### config.mk
export PLATFORM = sky130hd
export DESIGN_NAME = tmds_channel_rx_flat
export DESIGN_NICKNAME = d
export VERILOG_FILES = /design/src/rtl/tmds_channel_rx_if.sv /design/src/rtl/tmds_channel_rx.sv /design/src/flat_wrapper.sv
export SDC_FILE = /design/constraint.sdc
export NUM_CORES = 1
export LEC_CHECK = 0
export ABC_AREA = 1
export CAP_MARGIN = 0
export CORE_ASPECT_RATIO = 1.2
export CORE_UTILIZATION = 40
export DETAILED_ROUTE_END_ITERATION = 6
export PLACE_DENSITY = 0.64
export SLEW_MARGIN = 20
export SYNTH_ARGS = -nofsm -noshare
export SYNTH_HDL_FRONTEND = slang
export SYNTH_SLANG_ARGS = --single-unit
export TNS_END_PERCENT = 5
### constraint.sdc
create_clock -name clk_x5 -period 3.15 [get_ports clk_x5]
set_input_delay 0.4725 -clock clk_x5 [delete_from_list [all_inputs] [get_ports clk_x5]]
set_output_delay 0.4725 -clock clk_x5 [all_outputs]
set_load 0.01 [all_outputs]
### src/rtl/tmds_channel_rx_if.sv
// Signal bundle for one TMDS receive lane: serial pair in, decoded symbols out.
interface tmds_channel_rx_if;
  logic [1:0] in_bits;
  logic       word_valid;
  logic       de;
  logic [7:0] data;
  logic [1:0] ctrl;
  logic       locked;
  logic [3:0] bit_offset;

  // Source side: supplies the serial pair and consumes decoded symbols.
  modport master (
    output in_bits,
    input  word_valid, de, data, ctrl, locked, bit_offset
  );

  // Receiver side.
  modport slave (
    input  in_bits,
    output word_valid, de, data, ctrl, locked, bit_offset
  );
endinterface

### src/rtl/tmds_channel_rx.sv
// TMDS lane receiver.
// Assembles 10-bit symbols from 2-bit DDR pairs, finds the word boundary by
// hunting for runs of control tokens at one bit offset, and then decodes
// data, DE and the two control bits.
module tmds_channel_rx #(
  parameter int CTRL_RUN     = 8,
  parameter int SEARCH_WORDS = 64,
  parameter int LOCK_TIMEOUT = 1024
) (
  input  logic             clk_x5,
  input  logic             reset,
  tmds_channel_rx_if.slave bus
);

  localparam int RUN_W  = $clog2(CTRL_RUN + 1);
  localparam int SRCH_W = $clog2(SEARCH_WORDS + 1);
  localparam int IDLE_W = $clog2(LOCK_TIMEOUT + 1);

  // Counter values on the word that makes the count reach its limit.
  localparam logic [RUN_W-1:0]  RUN_LAST    = RUN_W'(CTRL_RUN - 1);
  localparam logic [SRCH_W-1:0] SEARCH_LAST = SRCH_W'(SEARCH_WORDS - 1);
  localparam logic [IDLE_W-1:0] IDLE_LAST   = IDLE_W'(LOCK_TIMEOUT - 1);

  typedef enum logic [0:0] {
    ST_SEARCH = 1'b0,
    ST_LOCKED = 1'b1
  } state_t;

  // Control token lookup: {is_token, ctrl}.
  function automatic logic [2:0] token_lookup(input logic [9:0] w);
    logic [2:0] r;
    case (w)
      10'b1101010100: r = 3'b100;
      10'b0010101011: r = 3'b101;
      10'b0101010100: r = 3'b110;
      10'b1010101011: r = 3'b111;
      default:        r = 3'b000;
    endcase
    return r;
  endfunction

  // TMDS data decode: undo the optional inversion, then the XOR/XNOR chain.
  function automatic logic [7:0] data_decode(input logic [9:0] w);
    logic [7:0] q;
    logic [7:0] d;
    q    = w[9] ? ~w[7:0] : w[7:0];
    d[0] = q[0];
    for (int i = 1; i < 8; i++) begin
      d[i] = w[8] ? (q[i] ^ q[i-1]) : ~(q[i] ^ q[i-1]);
    end
    return d;
  endfunction

  state_t              state_r;
  logic [2:0]          phase_r;
  logic [19:0]         sr_r;
  logic [3:0]          offset_r;
  logic [RUN_W-1:0]    run_cnt_r;
  logic [SRCH_W-1:0]   search_cnt_r;
  logic [IDLE_W-1:0]   idle_cnt_r;
  logic                word_valid_r;
  logic                de_r;
  logic [7:0]          data_r;
  logic [1:0]          ctrl_r;
  logic                locked_r;

  logic [19:0]         sr_next_s;
  logic [9:0]          window_s;
  logic [2:0]          token_s;
  logic                is_token_s;
  logic [1:0]          token_ctrl_s;
  logic [7:0]          decoded_s;
  logic                capture_s;
  logic [3:0]          next_offset_s;

  // The capture edge sees the pair arriving on that same edge, so the window
  // is cut from the post-shift value; offset k ends k bits before the newest.
  assign sr_next_s    = {bus.in_bits[1], bus.in_bits[0], sr_r[19:2]};
  assign window_s     = sr_next_s[5'd19 - {1'b0, offset_r} -: 10];
  assign token_s      = token_lookup(window_s);
  assign is_token_s   = token_s[2];
  assign token_ctrl_s = token_s[1:0];
  assign decoded_s    = data_decode(window_s);
  assign capture_s    = (phase_r == 3'd4);

  // Next alignment offset, wrapping 9 back to 0.
  always_comb begin
    next_offset_s = 4'd0;
    if (offset_r == 4'd9) begin
      next_offset_s = 4'd0;
    end else begin
      next_offset_s = offset_r + 4'd1;
    end
  end

  // Deserializer, word-alignment FSM and registered symbol outputs.
  always_ff @(posedge clk_x5) begin
    if (reset) begin
      state_r      <= ST_SEARCH;
      phase_r      <= 3'd0;
      sr_r         <= 20'd0;
      offset_r     <= 4'd0;
      run_cnt_r    <= RUN_W'(0);
      search_cnt_r <= SRCH_W'(0);
      idle_cnt_r   <= IDLE_W'(0);
      word_valid_r <= 1'b0;
      de_r         <= 1'b0;
      data_r       <= 8'd0;
      ctrl_r       <= 2'd0;
      locked_r     <= 1'b0;
    end else begin
      sr_r         <= sr_next_s;
      word_valid_r <= 1'b0;
      if (capture_s) begin
        phase_r <= 3'd0;
        case (state_r)
          ST_SEARCH: begin
            // A completed run takes priority over an offset slip on the same word.
            if (is_token_s && (run_cnt_r == RUN_LAST)) begin
              state_r      <= ST_LOCKED;
              locked_r     <= 1'b1;
              word_valid_r <= 1'b1;
              de_r         <= 1'b0;
              data_r       <= 8'd0;
              ctrl_r       <= token_ctrl_s;
              run_cnt_r    <= RUN_W'(0);
              search_cnt_r <= SRCH_W'(0);
              idle_cnt_r   <= IDLE_W'(0);
            end else begin
              de_r   <= 1'b0;
              data_r <= 8'd0;
              ctrl_r <= 2'd0;
              if (search_cnt_r == SEARCH_LAST) begin
                offset_r     <= next_offset_s;
                run_cnt_r    <= RUN_W'(0);
                search_cnt_r <= SRCH_W'(0);
              end else begin
                search_cnt_r <= search_cnt_r + SRCH_W'(1);
                if (is_token_s) begin
                  run_cnt_r <= run_cnt_r + RUN_W'(1);
                end else begin
                  run_cnt_r <= RUN_W'(0);
                end
              end
            end
          end
          ST_LOCKED: begin
            word_valid_r <= 1'b1;
            if (is_token_s) begin
              de_r       <= 1'b0;
              data_r     <= 8'd0;
              ctrl_r     <= token_ctrl_s;
              idle_cnt_r <= IDLE_W'(0);
            end else begin
              de_r   <= 1'b1;
              data_r <= decoded_s;
              // Too long without a token: assume lost alignment and try the next offset.
              if (idle_cnt_r == IDLE_LAST) begin
                state_r      <= ST_SEARCH;
                locked_r     <= 1'b0;
                offset_r     <= next_offset_s;
                run_cnt_r    <= RUN_W'(0);
                search_cnt_r <= SRCH_W'(0);
                idle_cnt_r   <= IDLE_W'(0);
              end else begin
                idle_cnt_r <= idle_cnt_r + IDLE_W'(1);
              end
            end
          end
          default: begin
            state_r      <= ST_SEARCH;
            locked_r     <= 1'b0;
            run_cnt_r    <= RUN_W'(0);
            search_cnt_r <= SRCH_W'(0);
            idle_cnt_r   <= IDLE_W'(0);
          end
        endcase
      end else begin
        phase_r <= phase_r + 3'd1;
      end
    end
  end

  assign bus.word_valid = word_valid_r;
  assign bus.de         = de_r;
  assign bus.data       = data_r;
  assign bus.ctrl       = ctrl_r;
  assign bus.locked     = locked_r;
  assign bus.bit_offset = offset_r;

endmodule

### src/flat_wrapper.sv
// flat-port wrapper written by rule: the top's interface ports become plain ports
module tmds_channel_rx_flat 
#(
  parameter int CTRL_RUN     = 8,
  parameter int SEARCH_WORDS = 64,
  parameter int LOCK_TIMEOUT = 1024
)
  (clk_x5, reset, bus_in_bits, bus_word_valid, bus_de, bus_data, bus_ctrl, bus_locked, bus_bit_offset);
  tmds_channel_rx_if bus_i ();
  input  logic clk_x5;
  input  logic reset;
  input wire logic [$bits(bus_i.in_bits)-1:0] bus_in_bits;
  output wire logic [$bits(bus_i.word_valid)-1:0] bus_word_valid;
  output wire logic [$bits(bus_i.de)-1:0] bus_de;
  output wire logic [$bits(bus_i.data)-1:0] bus_data;
  output wire logic [$bits(bus_i.ctrl)-1:0] bus_ctrl;
  output wire logic [$bits(bus_i.locked)-1:0] bus_locked;
  output wire logic [$bits(bus_i.bit_offset)-1:0] bus_bit_offset;
  assign bus_i.in_bits = bus_in_bits;
  assign bus_word_valid = bus_i.word_valid;
  assign bus_de = bus_i.de;
  assign bus_data = bus_i.data;
  assign bus_ctrl = bus_i.ctrl;
  assign bus_locked = bus_i.locked;
  assign bus_bit_offset = bus_i.bit_offset;
  tmds_channel_rx #(.CTRL_RUN(CTRL_RUN), .SEARCH_WORDS(SEARCH_WORDS), .LOCK_TIMEOUT(LOCK_TIMEOUT)) u_core (.clk_x5(clk_x5), .reset(reset), .bus(bus_i));
endmodule
==> flow_summary_export.csv, run 1 <==
group,metric,value,unit
logic_synthesis,ys_types,45,
finish,syn_to_final_growth,16.7,%
logic_synthesis,synthArstFlopShare,0,%
logic_synthesis,synth.top_cells.by_area,"dfxtp_1 32%, nand2_1 15%, nand3_1 6.6%, inv_1 6.2%, nor2_1 5.5%",
clocking,clk_pin_slew,0.07,ns
floorplan,core,9220,um^2
route,dr.first_iter.drc_count,159,
placed_design,dp_cells,720,
flow_run,cap_violations,0,
clocking,h-tree-depth,3,
global_routing,grt_max_degree,37,
floorplan,die_w,91.7,um
route,drc,0,
clocking,cts_tree,"yes",
sta,skew,0.00801,ns
sta,slew_viol_final,0,
route,vias,3707,
logic_synthesis,yosysMostFrequentCell,"nand2_1",
route,postRouteAntennaNets,0,
sta,period_share,91.8,%
logic_synthesis,ys_seq_elements,61,
logic_synthesis,synth_common_cells,"151 x nand2_1, 64 x inv_1, 61 x dfxtp_1, 57 x nor2_1, 51 x nand3_1",
floorplan,ioPinCount,21,
sta,final-hold-violation-count,0,
clocking,clk_latency,0.36,ns
logic_synthesis,yosysSeqAreaShare,31.6,%
global_routing,antenna_found_initial,0,
logic_synthesis,synth.net_count,601,
placed_design,dp_hpwl,6950,um
setup_path,critPathCaptureType,"flop",
finish,nets,633,
global_routing,grt_usage,19.7,%
setup_path,reg2reg_slack,0.26,ns
sta,tightest_slew,0.592,ns
finish,drive_gt1_share,12.9,%
clocking,ctsRootBufferMaster,"clkbuf_8",
power,p_per_area,353,nW/um^2
global_routing,grt_overflow,0,
setup_path,start_kind,"flop",
route,drt_wl_total,9360,um
clocking,max-clock-path-buffers,2,
floorplan,start_util,41.9,%
finish,seqCellArea,1220,um^2
logic_synthesis,ys.flop_type,"dfxtp_1",
logic_synthesis,synth_area_per_cell,6.64,um^2
logic_synthesis,yosys.area.top_type,"dfxtp_1",
logic_synthesis,yosysTopAreaCellShare,31.6,%
global_routing,grt_pass1_vias,3518,
hold_path,min_path_type,"flop to flop",
sta,setup_viol,0,
floorplan,die-area,10100,um^2
run_status,status,"completed",
finish,nFillCells,978,
setup_path,cp.arrival,3.18,ns
clocking,hold_buffers,0,
sta,max_slew_margin,60.5,%
clocking,cts_buffers,9,
route,wl_per_cell,12.7,um
floorplan,die_h,110,um
logic_synthesis,synth-edff-count,0,
global_routing,grt_pass1_wl,15700,um
sta,worst_hold_slack,0.433,ns
placed_design,portBuffers,20,
clocking,cts_sinks,61,
logic_synthesis,synth_warnings,0,
finish,diodes,0,
finish,finalNonFillerCells,739,
power,p_leak,1.93,nW
route,via_per_inst,5.02,
sta,min_period,2.89,ns
placed_design,gp_congestion,0.911,
setup_path,crit_required,3.44,ns
power,ir_drop,190,uV
route,dr.pass1.iters,4,
floorplan,num_rows,38,
finish,multiInputGateArea,2260,um^2
logic_synthesis,synthCells,582,
setup_path,path_max_fanout,7,
logic_synthesis,synth.cell_area,3860,um^2
sta,fmax,0.346,GHz
setup_path,crit_type,"flop to flop",
[placed cells by master (no fill, tap or decap), types with 3 or more instances in the layout]
master,n
a21oi_1,26
buf_4,22
clkbuf_1,3
clkbuf_8,13
clkdlybuf4s50_1,20
dfxtp_1,60
ha_1,13
inv_1,62
inv_2,6
nand2_1,151
nand2_2,8
nand2_4,6
nand3_1,51
nand3_2,5
nand4_1,12
nor2_1,55
nor2_2,5
nor3_1,6
o21ai_0,36
o21ai_1,9
xnor2_1,5
xor2_1,11
[sequential cells by signal, summed over array words and instances (netlist names)]
name                   count
u_core.phase_r             3
u_core.bus.ctrl            2
u_core.idle_cnt_r         11
u_core.bus.bit_offset      4
u_core.sr_r               18
u_core.bus.locked          1
u_core.bus.de              1
u_core.bus.word_valid      1
u_core.run_cnt_r           4
u_core.bus.data            8
u_core.state_r             1
u_core.search_cnt_r        7
[worst max-delay path, cell delays in order (launching register included)]
cell     delay [ns]
dfxtp_1        0.33
inv_1          0.06
ha_2           0.33
inv_1          0.11
nor2_2         0.05
buf_4          0.16
a22o_1         0.17
o21ai_0        0.17
and2_1         0.18
buf_4          0.11
ha_1           0.12
nand2_1        0.04
nor2_1         0.19
nand2_4        0.09
nand3_1        0.09
nand2_1        0.09
nand2_2        0.13
buf_4          0.17
o21ai_0        0.08
a21oi_1        0.15
[cell type report]
cell class	instances	share of cell area (%)
Sequential cell	61	27.2
Multi-Input combinational cell	428	50.2
Timing Repair Buffer	44	9.10
Clock buffer	16	4.22
Inverter	70	5.94
Tap cell	120	3.33
[power breakdown]
group	internal [W]	leakage (nW)	switching, W
Combinational	0.0000439	1.34	0.0000793
Clock	0.000373	0.0970	0.000302
Sequential	0.000783	0.494	0.00000934
[metal layers]
layer	vias up	part of all wire, %	GRT usage [%]
li1	1931	-	-
met1	1700	44	21.8
met2	61	51	36.6
met3	15	3.9	5.33
met4	0	1.8	6.92
met5	-	0	0
[repair_timing]
| action | in CTS | in global routing |
|---|---|---|
| buffers inserted | 0 | 2 |
| setup endpoints to repair | 0 | 35 |
| gates resized for setup | 0 | 12 |
[path summary, 6_finish.rpt]
check	from	endpoint	cells after the start
max	u_core.bus.bit_offset[2]$_SDFFE_PP0P_	u_core.search_cnt_r[0]$_SDFFE_PP0P_	19
min	u_core.sr_r[7]$_SDFF_PP0_	u_core.sr_r[5]$_SDFF_PP0_	2
max reg2reg	u_core.bus.bit_offset[2]$_SDFFE_PP0P_	u_core.search_cnt_r[0]$_SDFFE_PP0P_	19
min reg2reg	u_core.sr_r[7]$_SDFF_PP0_	u_core.sr_r[5]$_SDFF_PP0_	2
[logic make-up after synthesis]
logic type,after synthesis,synth area share (%)
AO/OA/AOI/OAI,88,12.8
XOR/XNOR,16,3.63
adder cells (fa/ha/maj),15,4.86
buffers and inverters,93,10.4
flip-flops,61,31.6
AND/OR/NAND/NOR,309,36.7
[per-stage QoR]
step / utilization (%) / TNS, ns / area (um^2) / total power [W] / setup WS (ns)
finish: 48.9 / 0 / 4510 / 0.00159 / 0.260
detailed placement: 46.1 / -3.01 / 4250 / 0.000931 / -0.182
CTS: 48.2 / 0 / 4440 / 0.00160 / 0.0723
global route: 48.9 / -0.0170 / 4510 / 0.00166 / -0.0128
floorplan: - / 0 / 3870 / 0.000894 / 0.00739
global placement: 46.1 / -1.46 / 4250 / 0.000928 / -0.103
Note: power is estimated with default switching activity, not from simulation.
==> run 2, diff against run 1 <==
Settings changed: CORE_UTILIZATION 40 to 35, PLACE_DENSITY 0.64 to 0.58.
==> run 2 against run 1 <==
  * The run now ends with DRC left
  * Count of clock-buffer cells in the layout fell by 7
  * Clock skew down 0.0010 ns
  * Design area rose by 0.97%
  * Worst setup slack better by 0.025 ns
  * Fmax is 0.86% higher
  * Core utilization decreased by 6.0 points
  * Flip-flop and latch count is the same
  * Largest cell class unchanged
  * Highest routed layer unchanged
==> flow_summary_export.csv, run 2 (synthesis results as in run 1) <==
group,metric,value,unit
global_routing,grt_pass1_vias,3448,
clocking,cts_setup_buffers,0,
finish,syn_to_final_growth,17.8,%
route,dr.pass1.iters,6,
finish,nets,629,
setup_path,cp.arrival,3.13,ns
sta,grt_setup_unrepaired,"false",
setup_path,crit_required,3.41,ns
clocking,h-tree-depth,3,
sta,max_slew_margin,61.8,%
setup_path,critPathSlowestCell,"dfxtp_1",
finish,layout_commonest_cell,"nand2_1",
finish,largest_reg_flops,18,
floorplan,start_util,36.4,%
global_routing,grt_pass1_wl,15900,um
clocking,clk_pin_slew,0.05,ns
setup_path,path_max_fanout,36,
setup_path,critPathCaptureType,"flop",
setup_path,max_stage_delay,0.32,ns
global_routing,grt_overflow,0,
sta,min_period,2.87,ns
clocking,cts_buffers,9,
sta,fmax,0.349,GHz
placed_design,dp_hpwl,6990,um
route,drt_wl_total,9160,um
route,dr.first_iter.drc_count,198,
global_routing,antenna_found_initial,0,
setup_path,start_kind,"flop",
power,p_per_area,389,nW/um^2
clocking,postCtsResizedCells,0,
route,postRouteAntennaNets,0,
setup_path,crit_top_cell,"o21ai_0",
placed_design,portBuffers,20,
finish,diodes,0,
finish,final_util,42.9,%
floorplan,die_w,97.9,um
sta,tightest_slew,0.570,ns
run_status,status,"finished with violations",
power,p_leak,1.95,nW
route,wl_per_cell,12.3,um
clocking,cts_sinks,61,
route,via_per_inst,4.94,
route,drc,2,
flow_run,cap_violations,0,
route,vias,3663,
hold_path,min_path_type,"flop to flop",
floorplan,core,10600,um^2
floorplan,die-area,11500,um^2
clocking,cts_tree,"yes",
sta,period_share,91.0,%
global_routing,grt_usage,17.4,%
power,ir_drop,179,uV
finish,top_register,"u_core.sr_r",
clocking,hold_buffers,0,
clocking,ctsRootBufferMaster,"clkbuf_16",
finish,layout_common_cells,"151 x nand2_1, 63 x inv_1, 61 x dfxtp_1",
sta,final-hold-violation-count,0,
global_routing,grt_max_degree,37,
sta,setup_slack,0.284,ns
run_status,violations,"DRC",
finish,drive_gt1_share,12.6,%
floorplan,die_h,117,um
floorplan,num_rows,41,
placed_design,gp_congestion,0.930,
floorplan,ioPinCount,21,
sta,slew_viol_final,0,
sta,setup_viol,0,
sta,skew,0.00699,ns
setup_path,crit_type,"flop to flop",
setup_path,path_cells,"buf_12, o21ai_0, o21ai_0, o21ai_0, nand2_1, and3_1, inv_1, ha_1, nand4_1, inv_1, nand4_1, nand3_1, nand2_1, nand2_4, buf_4, o21ai_0, a21oi_1",
clocking,max-clock-path-buffers,2,
clocking,clk_latency,0.33,ns
placed_design,place_worst_setup_slack,-0.0770,ns
[run 2: final timing paths]
kind	slack (ns)	end	cells past startpoint	startpoint
setup / recovery	0.28	u_core.search_cnt_r[0]$_SDFFE_PP0P_	17	u_core.bus.bit_offset[0]$_SDFFE_PP0P_
hold / removal	0.43	u_core.sr_r[5]$_SDFF_PP0_	2	u_core.sr_r[7]$_SDFF_PP0_
setup reg to reg	0.28	u_core.search_cnt_r[0]$_SDFFE_PP0P_	17	u_core.bus.bit_offset[0]$_SDFFE_PP0P_
hold reg to reg	0.43	u_core.sr_r[5]$_SDFF_PP0_	2	u_core.sr_r[7]$_SDFF_PP0_
[run 2: final cells by class]
type,instances,area [um^2]
flip-flops and latches,61,1220
clock inverters,5,30.0
well taps,129,161
repair buffers,40,363
inverters,70,265
multi-input cells,428,2290
clock buffers,9,225
fillers,1122,6070
[run 2: metrics by stage]
step | power (W) | area [um^2] | cells | hold WS (ns) | setup TNS, ns
2_1_floorplan | 0.000894 | 3870 | 582 | 0.413 | 0
3_3_place_gp | 0.000928 | 4260 | 728 | 0.430 | 0
3_5_place_dp | 0.000930 | 4260 | 728 | 0.424 | -0.434
4_1_cts | 0.00180 | 4510 | 742 | 0.435 | 0
5_1_grt | 0.00185 | 4550 | 742 | 0.462 | 0
6_report | 0.00177 | 4550 | 742 | 0.432 | 0
[run 2: per-layer routing]
layer | wire (um) | GRT usage (%)
met5 | 0 | 0
met4 | 133 | 6.97
met3 | 249 | 3.38
met2 | 4440 | 30.8
met1 | 4340 | 20.7
[run 2: power breakdown]
part	leakage (nW)	switching, W	internal [W]
combinational	1.33	0.0000764	0.0000439
sequential	0.493	0.00000962	0.000785
clock	0.123	0.000339	0.000517
[run 2: critical path, delay by kind of cell (launching register included)]
family          cells  cell delay, ns
simple gates        7            0.91
fa+ha+maj           1            0.15
compound gates      5            0.93
flops               1            0.32
buf+inv             4            0.48
